File: config.mk
export PLATFORM = sky130hd
export DESIGN_NAME = reg_file_wb_sched_flat
export DESIGN_NICKNAME = d
export VERILOG_FILES = /design/src/rtl/reg_file_wb_sched_if.sv /design/src/rtl/reg_file_wb_sched.sv /design/src/flat_wrapper.sv
export SDC_FILE = /design/constraint.sdc
export NUM_CORES = 1
export LEC_CHECK = 0
export CAP_MARGIN = 20
export CORE_MARGIN = 5
export CORE_UTILIZATION = 38
export CTS_CLUSTER_SIZE = 12
export DETAILED_ROUTE_END_ITERATION = 7
export GPL_TIMING_DRIVEN = 0
export HOLD_SLACK_MARGIN = 0.03
export PLACE_DENSITY = 0.7
export SETUP_SLACK_MARGIN = 0.3
export SLEW_MARGIN = 20
export SYNTH_ARGS = -nofsm -noshare
export SYNTH_HDL_FRONTEND = slang
export SYNTH_SLANG_ARGS = --single-unit
File: constraint.sdc
create_clock -name clk -period 5.8 [get_ports clk]
set_input_delay 0.87 -clock clk [delete_from_list [all_inputs] [get_ports clk]]
set_output_delay 0.87 -clock clk [all_outputs]
set_load 0.02 [all_outputs]
File: src/rtl/reg_file_wb_sched_if.sv
// Writeback bus between the P/M/L sources, the issue stage and the register file write port.
// The scheduler takes the slave view; whoever drives the sources takes the master view.
interface reg_file_wb_sched_if #(
  parameter int WIDTH       = 32,
  parameter int LOG2NUMREGS = 5
);
  logic                   p_we;
  logic                   p_squashn;
  logic [LOG2NUMREGS-1:0] p_reg;
  logic [WIDTH-1:0]       p_data;
  logic                   p_stall;
  logic                   m_valid;
  logic                   m_ready;
  logic [LOG2NUMREGS-1:0] m_reg;
  logic [WIDTH-1:0]       m_data;
  logic                   l_valid;
  logic                   l_ready;
  logic [LOG2NUMREGS-1:0] l_reg;
  logic [WIDTH-1:0]       l_data;
  logic                   issue_en;
  logic [LOG2NUMREGS-1:0] issue_reg;
  logic                   issue_busy;
  logic [LOG2NUMREGS-1:0] a_reg;
  logic [LOG2NUMREGS-1:0] b_reg;
  logic                   a_busy;
  logic                   b_busy;
  logic                   c_we;
  logic                   c_squashn;
  logic [LOG2NUMREGS-1:0] c_reg;
  logic [WIDTH-1:0]       c_writedatain;

  modport slave (
    input  p_we, p_squashn, p_reg, p_data,
    output p_stall,
    input  m_valid, m_reg, m_data,
    output m_ready,
    input  l_valid, l_reg, l_data,
    output l_ready,
    input  issue_en, issue_reg, a_reg, b_reg,
    output issue_busy, a_busy, b_busy,
    output c_we, c_squashn, c_reg, c_writedatain
  );

  modport master (
    output p_we, p_squashn, p_reg, p_data,
    input  p_stall,
    output m_valid, m_reg, m_data,
    input  m_ready,
    output l_valid, l_reg, l_data,
    input  l_ready,
    output issue_en, issue_reg, a_reg, b_reg,
    input  issue_busy, a_busy, b_busy,
    input  c_we, c_squashn, c_reg, c_writedatain
  );
endinterface

File: src/rtl/reg_file_wb_sched.sv
// Shares the register file write port among pipeline (P), mul/div (M) and load (L) writeback,
// and keeps a pending-write scoreboard for RAW/WAW stalls on long-latency destinations.
module reg_file_wb_sched #(
  parameter int WIDTH        = 32,
  parameter int NUMREGS      = 32,
  parameter int LOG2NUMREGS  = 5,
  parameter int STARVE_LIMIT = 8
) (
  input logic               clk,
  input logic               resetn,
  reg_file_wb_sched_if.slave bus
);

  localparam logic [7:0] STARVE_MAX = 8'(STARVE_LIMIT - 1);

  logic                   r_rr_l;
  logic [7:0]             r_starve_cnt;
  logic [NUMREGS-1:0]     r_pending;
  logic                   r_c_we;
  logic                   r_c_squashn;
  logic [LOG2NUMREGS-1:0] r_c_reg;
  logic [WIDTH-1:0]       r_c_data;
  logic                   r_p_stall;

  logic                   w_p_win;
  logic                   w_m_gnt;
  logic                   w_l_gnt;
  logic                   w_ml_gnt;
  logic                   w_wait;
  logic [LOG2NUMREGS-1:0] w_ml_reg;
  logic [LOG2NUMREGS-1:0] w_gnt_reg;
  logic [WIDTH-1:0]       w_gnt_data;
  logic [NUMREGS-1:0]     w_pend_nxt;

  // Arbitration: P first, then round-robin M/L; nothing is granted while in reset
  always_comb begin
    w_p_win = bus.p_we & bus.p_squashn;
    w_m_gnt = 1'b0;
    w_l_gnt = 1'b0;
    if (resetn && !w_p_win) begin
      if (bus.m_valid && bus.l_valid) begin
        w_m_gnt = ~r_rr_l;
        w_l_gnt = r_rr_l;
      end else begin
        w_m_gnt = bus.m_valid;
        w_l_gnt = bus.l_valid;
      end
    end
    w_ml_gnt   = w_m_gnt | w_l_gnt;
    w_ml_reg   = w_m_gnt ? bus.m_reg  : bus.l_reg;
    w_gnt_reg  = w_p_win ? bus.p_reg  : w_ml_reg;
    w_gnt_data = w_p_win ? bus.p_data : (w_m_gnt ? bus.m_data : bus.l_data);
    w_wait     = (bus.m_valid | bus.l_valid) & ~w_ml_gnt;
  end

  // A new issue to the same register outranks the clear from its older write
  always_comb begin
    w_pend_nxt = r_pending;
    if (w_ml_gnt) w_pend_nxt[w_ml_reg] = 1'b0;
    if (bus.issue_en) w_pend_nxt[bus.issue_reg] = 1'b1;
    w_pend_nxt[0] = 1'b0;
  end

  // Stage boundary: grant -> register file write port
  always_ff @(posedge clk) begin
    if (!resetn) begin
      r_c_we       <= 1'b0;
      r_c_squashn  <= 1'b1;
      r_c_reg      <= '0;
      r_c_data     <= '0;
      r_p_stall    <= 1'b0;
      r_pending    <= '0;
      r_rr_l       <= 1'b0;
      r_starve_cnt <= '0;
    end else begin
      r_c_squashn <= 1'b1;
      if (w_p_win || w_ml_gnt) begin
        r_c_we   <= (w_gnt_reg != '0);
        r_c_reg  <= w_gnt_reg;
        r_c_data <= w_gnt_data;
      end else begin
        r_c_we <= 1'b0;
      end
      if (w_ml_gnt) r_rr_l <= w_m_gnt;
      r_pending <= w_pend_nxt;
      if (!w_wait) begin
        r_starve_cnt <= '0;
        r_p_stall    <= 1'b0;
      end else if (r_starve_cnt == STARVE_MAX) begin
        r_p_stall <= 1'b1;
      end else begin
        r_starve_cnt <= r_starve_cnt + 8'd1;
      end
    end
  end

  assign bus.m_ready       = w_m_gnt;
  assign bus.l_ready       = w_l_gnt;
  assign bus.p_stall       = r_p_stall;
  assign bus.c_we          = r_c_we;
  assign bus.c_squashn     = r_c_squashn;
  assign bus.c_reg         = r_c_reg;
  assign bus.c_writedatain = r_c_data;
  assign bus.issue_busy    = r_pending[bus.issue_reg];
  assign bus.a_busy        = r_pending[bus.a_reg];
  assign bus.b_busy        = r_pending[bus.b_reg];

endmodule
File: src/flat_wrapper.sv
// flat-port wrapper written by rule: the top's interface ports become plain ports
module reg_file_wb_sched_flat 
#(
  parameter int WIDTH        = 32,
  parameter int NUMREGS      = 32,
  parameter int LOG2NUMREGS  = 5,
  parameter int STARVE_LIMIT = 8
)
  (clk, resetn, bus_p_we, bus_p_squashn, bus_p_reg, bus_p_data, bus_p_stall, bus_m_valid, bus_m_reg, bus_m_data, bus_m_ready, bus_l_valid, bus_l_reg, bus_l_data, bus_l_ready, bus_issue_en, bus_issue_reg, bus_a_reg, bus_b_reg, bus_issue_busy, bus_a_busy, bus_b_busy, bus_c_we, bus_c_squashn, bus_c_reg, bus_c_writedatain);
  reg_file_wb_sched_if #(.WIDTH(WIDTH), .LOG2NUMREGS(LOG2NUMREGS)) bus_i ();
  input logic clk;
  input logic resetn;
  input wire logic [$bits(bus_i.p_we)-1:0] bus_p_we;
  input wire logic [$bits(bus_i.p_squashn)-1:0] bus_p_squashn;
  input wire logic [$bits(bus_i.p_reg)-1:0] bus_p_reg;
  input wire logic [$bits(bus_i.p_data)-1:0] bus_p_data;
  output wire logic [$bits(bus_i.p_stall)-1:0] bus_p_stall;
  input wire logic [$bits(bus_i.m_valid)-1:0] bus_m_valid;
  input wire logic [$bits(bus_i.m_reg)-1:0] bus_m_reg;
  input wire logic [$bits(bus_i.m_data)-1:0] bus_m_data;
  output wire logic [$bits(bus_i.m_ready)-1:0] bus_m_ready;
  input wire logic [$bits(bus_i.l_valid)-1:0] bus_l_valid;
  input wire logic [$bits(bus_i.l_reg)-1:0] bus_l_reg;
  input wire logic [$bits(bus_i.l_data)-1:0] bus_l_data;
  output wire logic [$bits(bus_i.l_ready)-1:0] bus_l_ready;
  input wire logic [$bits(bus_i.issue_en)-1:0] bus_issue_en;
  input wire logic [$bits(bus_i.issue_reg)-1:0] bus_issue_reg;
  input wire logic [$bits(bus_i.a_reg)-1:0] bus_a_reg;
  input wire logic [$bits(bus_i.b_reg)-1:0] bus_b_reg;
  output wire logic [$bits(bus_i.issue_busy)-1:0] bus_issue_busy;
  output wire logic [$bits(bus_i.a_busy)-1:0] bus_a_busy;
  output wire logic [$bits(bus_i.b_busy)-1:0] bus_b_busy;
  output wire logic [$bits(bus_i.c_we)-1:0] bus_c_we;
  output wire logic [$bits(bus_i.c_squashn)-1:0] bus_c_squashn;
  output wire logic [$bits(bus_i.c_reg)-1:0] bus_c_reg;
  output wire logic [$bits(bus_i.c_writedatain)-1:0] bus_c_writedatain;
  assign bus_i.p_we = bus_p_we;
  assign bus_i.p_squashn = bus_p_squashn;
  assign bus_i.p_reg = bus_p_reg;
  assign bus_i.p_data = bus_p_data;
  assign bus_p_stall = bus_i.p_stall;
  assign bus_i.m_valid = bus_m_valid;
  assign bus_i.m_reg = bus_m_reg;
  assign bus_i.m_data = bus_m_data;
  assign bus_m_ready = bus_i.m_ready;
  assign bus_i.l_valid = bus_l_valid;
  assign bus_i.l_reg = bus_l_reg;
  assign bus_i.l_data = bus_l_data;
  assign bus_l_ready = bus_i.l_ready;
  assign bus_i.issue_en = bus_issue_en;
  assign bus_i.issue_reg = bus_issue_reg;
  assign bus_i.a_reg = bus_a_reg;
  assign bus_i.b_reg = bus_b_reg;
  assign bus_issue_busy = bus_i.issue_busy;
  assign bus_a_busy = bus_i.a_busy;
  assign bus_b_busy = bus_i.b_busy;
  assign bus_c_we = bus_i.c_we;
  assign bus_c_squashn = bus_i.c_squashn;
  assign bus_c_reg = bus_i.c_reg;
  assign bus_c_writedatain = bus_i.c_writedatain;
  reg_file_wb_sched #(.WIDTH(WIDTH), .NUMREGS(NUMREGS), .LOG2NUMREGS(LOG2NUMREGS), .STARVE_LIMIT(STARVE_LIMIT)) u_core (.clk(clk), .resetn(resetn), .bus(bus_i));
endmodule
* Yosys cells after proc, flatten, opt, wreduce, memory -nomap -nowiden *
Index checks and enable logic that the tools add are counted.

storage, ports and cells
  flip-flop bits (word level) = 80
  bits of input ports = 133
  output and inout bits = 45
  word-level logic and storage cells = 54

operators by class
  $add $sub $neg = 1
  order comparisons = 6
  equality and inequality tests = 1
  multiplexer cells = 20
  bitwise logic cells = 9
  reductions and logical operators = 9

operator list
  operator             number
  $mux 32              4
  $and 32x32->32       1
  $not 32->32          1
  $or 32x32->32        1
  $lt 5x6->1 const B   4
  $bmux 1 s5           3
  $demux 1 s5          2
  $ge 5x1->1 const B   2
  $mux 5               2
  $mux 1               9
  $add 8x1->8 const B  1
  $eq 8x3->1 const B   1
  $reduce_bool 5->1    1
  $logic_and 1x1->1    4
  $reduce_and 2->1     2
  $and 1x1->1          2
  $not 1->1            2
  $or 1x1->1           2
  $logic_not 1->1      1
  $logic_or 1x1->1     1

* Longest topological paths before layout *
  word-level depth = 14
  gate-level depth with buffers = 7

* Worst setup path before layout *
OpenSTA, ideal clock, no wires.

  path kind = input to output
  start point = input bus_a_reg[0]
  end point = output bus_a_busy
  arrival = 2.386 ns
  data required time = 4.930 ns
  slack = 2.544 ns
  stages on the path = 4
  path buffers = 1
  cell sequence = buf_2 -> mux4_2 -> mux4_2 -> mux2_2

between the ends
  word-level cells in the longest chain between the ends = 2

ends and longest elaborated chain
  what                          RTL line                  text
  from (decl)                   flat_wrapper.sv:28        input wire logic [$bits(bus_i.a_reg)-1:0] bus_a_reg;
  $bmux 1 s5                    reg_file_wb_sched.sv:105  assign bus.a_busy = r_pending[bus.a_reg];
  $mux 1 (not written as such)  reg_file_wb_sched.sv:105
  to (decl)                     flat_wrapper.sv:31        output wire logic [$bits(bus_i.a_busy)-1:0] bus_a_busy;

No other way between the ends. The select of a mux whose other input is x is not followed.

* Worst setup path after layout *
  start point = input bus_issue_reg[0]
  end point = output bus_issue_busy

between the ends
  word-level cells in the longest chain between the ends = 2

ends and longest elaborated chain
  what                          RTL line                  text
  from (decl)                   flat_wrapper.sv:27        input wire logic [$bits(bus_i.issue_reg)-1:0] bus_issue_reg;
  $bmux 1 s5                    reg_file_wb_sched.sv:104  assign bus.issue_busy = r_pending[bus.issue_reg];
  $mux 1 (not written as such)  reg_file_wb_sched.sv:104
  to (decl)                     flat_wrapper.sv:30        output wire logic [$bits(bus_i.issue_busy)-1:0] bus_issue_busy;

No other way between the ends. The select of a mux whose other input is x is not followed.

==> summary.md <==
| Metric | Value |
|---|---|
| Worst skew pair latency | 340 ps |
| Number of library cell types mapped by synthesis | 48 |
| Setup Skew | 7.59 ps |
| Antenna Nets Post-Route | 0 |
| Worst slew margin | a little under half |
| Fin Hold WS | roughly 450 ps |
| Hold crit path type | reg -> reg |
| RSZ-0062 raised after global routing | false |
| CP endpoint kind | output pin |
| Crit Path Class | in -> out |
| Clock sinks | 79 |
| # rows | between 40 and 50 |
| Num ports | 178 |
| Ant diodes | 0 |
| Drt wl/cell | 18.8 um |
| Layout cells sized above 1 | 7.20% |
| Synth Instances | between 600 and 700 |
| Largest net degree at the start of global routing | 16 |
| Postcts setup bufs | 0 |
| Pwr Density | 212 mW/mm^2 |
| CP peak stage delay | 640 ps |
| Drc violations | 0 |
| Placer Congestion | about 1 |
| Max VDD drop | 138 uV |
| Via count of the first global-routing pass | 5570 |
| FF/Latch Area | 0.00158 mm^2 |
| Multi-input gate area | 0.00310 mm^2 |
| Synthesized area | 0.00489 mm^2 |
| Initial antenna violation count | 0 |
| CP Launch Type | input pin |
| Fillcell total | 1182 |
| CP required | 4930 ps |
| Post-route design area | 0.00711 mm^2 |
| Post-DP Area | 0.00682 mm^2 |
| Most frequent CP cell | clkdlybuf4s50_1 |
| Sequential share of the synthesized area | between 30 and 40% |
| Synth Register Bits | 79 |
| CTS Buf Count | 9 |
| # hold bufs at CTS | 0 |
| CTS resizes | 0 |
| Die Y | 123 um |
| Period utilisation layout | 71.8% |
| First-pass GRT wire length | 28800 um |
| Avg Cell Area, Syn | 8.09 um^2 |
| Most common cell after layout, fill and taps aside | clkdlybuf4s50_1 |
| Max Cap Viol | 0 |
| Die Area | around 0.015 mm^2 |
| Global-route usage over all layers | around 24% |
| Clk pin slew, worst setup/hold paths | ~60 ps |
| Final hold vios | 0 |
| Final setup viols | 0 |
| Area growth, synth to finish | 45.4% |
| Number of flops mapped to enable cells by yosys | 0 |
| Commonest cells after routing, fill and taps aside | clkdlybuf4s50_1 (171), nand2_1 (93), dfxtp_1 (79), nand3_1 (68), o21ai_0 (63) |
| Clock Tree Root | clkbuf_16 |
| Slowest-stage cell, CP | clkdlybuf4s50_1 |
| Core ar. | 0.0126 mm^2 |
| Setup TNS Final | 0 ps |
| CP arrival | 3290 ps |
| Number of slew-limit violations in the final report | 0 |
| Syn_nets | 739 |
| Post-DP HPWL | ~14000 um |
| Worst-case clock buffer depth | 2 |
| Vias per inst | 5.68 |
| Final worst setup slack | 1640 ps |
| Largest register FFs | 32 |
| Crit path time final | 4160 ps |
| Result of the run | finished, final reports clean |
| Die width | 123 um |
| H-tree levels | 3 |
| Leakage | 2.45 nW |
| Fmax | 0.240 GHz |
| WL final | 18100 um |
| CTS tree | built |
| Synth warn | 0 |
| CP Cell Sequence | clkdlybuf4s50_1 > buf_2 > mux4_2 > a22oi_1 > nand4_1 > clkdlybuf4s50_1 |
| Number of port buffers | 171 |
| Initial Util | 38.8% |
| Starting DRC count in detailed routing | 453 |
| CP max FO | 10 |
| Asr flop ratio synth | 0% |
| Slew @ Worst Pin | slightly below 800 ps |
| Dpl ws | 1640 ps |
| Nets@finish | 921 |
| GR Overflow Total | 0 |
| Final Power | around 1.5 mW |
| Primary FF master, synth | dfxtp_1 |
| Via count | 5477 |
| Pre-antenna DRT Iters | 6 |
## stage by stage
step,instances,utilization (%)
6_report,964,56.4
5_1_grt,964,56.4
4_1_cts,964,56.4
3_5_place_dp,948,54.1
3_3_place_gp,948,54.0
2_1_floorplan,605,-
## path summary, 6_finish.rpt
kind | start | slack [ps] | cells after the start | to
worst min register to register | u_core.bus.c_writedatain[30]$_SDFFE_PN0N_ | 450 | 2 | u_core.bus.c_writedatain[30]$_SDFFE_PN0N_
worst min-delay path | u_core.bus.c_writedatain[30]$_SDFFE_PN0N_ | 450 | 2 | u_core.bus.c_writedatain[30]$_SDFFE_PN0N_
worst max-delay path | bus_issue_reg[0] | 1640 | 6 | bus_issue_busy
worst max register to register | u_core.r_rr_l$_SDFFE_PN0N_ | 3680 | 6 | u_core.r_pending[25]$_SDFF_PN0_
## logic make-up (layout without fill, tap and decap cells)
family / Yosys count / count (layout) / synth area share, %
simple gates: 221 / 221 / 20.8
compound gates: 209 / 209 / 27.7
flops: 79 / 79 / 32.3
buf+inv: 55 / 242 / 4.48
mux: 33 / 33 / 13.3
xor+xnor: 6 / 6 / 1.07
fa+ha+maj: 1 / 1 / 0.256
other cells: 1 / 1 / 0.0767
## worst max-delay path, delay by kind of cell
| family | cells | cell delay (ps) |
|---|---|---|
| AND/OR/NAND/NOR | 1 | 120 |
| AO/OA/AOI/OAI | 1 | 220 |
| multiplexers | 1 | 540 |
| buffers and inverters | 3 | 1540 |
## metal layers
metal  up-vias  track usage (%)  wire, um
li1       2591                -         -
met1      2543             28.9      6710
met2       309             41.2      8930
met3        34             8.51      2120
met4         0             7.06       350
met5         -                0         0
## where the power goes
part / internal (mW) / leakage, nW / total, mW / switching [mW]
sequential: 0.568 / 0.645 / 0.586 / 0.0178
combinational: 0.183 / 1.67 / 0.372 / 0.190
clock: 0.308 / 0.142 / 0.547 / 0.239
total: 1.06 / 2.45 / 1.51 / 0.446
## synth_stat cells (all sizes together) (3+ instances only)
| cell type | count | share of area [%] |
|---|---|---|
| a31oi | 8 | 1.0 |
| and3 | 4 | 0.51 |
| a22oi | 4 | 0.61 |
| mux2i | 3 | 0.61 |
| xor2 | 5 | 0.90 |
| nand2b | 4 | 0.51 |
| a21boi | 70 | 11 |
| nand2 | 93 | 7.1 |
| dfxtp | 79 | 32 |
| mux2 | 5 | 1.2 |
| nor3b | 4 | 0.61 |
| nor3 | 5 | 0.61 |
| o21ai | 77 | 7.9 |
| o211ai | 32 | 4.9 |
| mux4 | 25 | 12 |
| buf | 17 | 1.6 |
| nor2 | 25 | 1.9 |
| clkbuf | 33 | 2.5 |
| nand3 | 68 | 7.0 |
| nor4 | 8 | 1.0 |
| inv | 5 | 0.38 |
| a21oi | 9 | 0.92 |
## layout make-up
cell class	count	share of cell area [%]
well taps	172	3.03
flip-flops and latches	79	22.2
clock buffers	10	3.36
multi-input cells	471	43.5
clock inverters	6	0.704
repair buffers	171	24.1
plain buffers	50	2.81
inverters	5	0.264
Power figures use the tool's default switching activity.
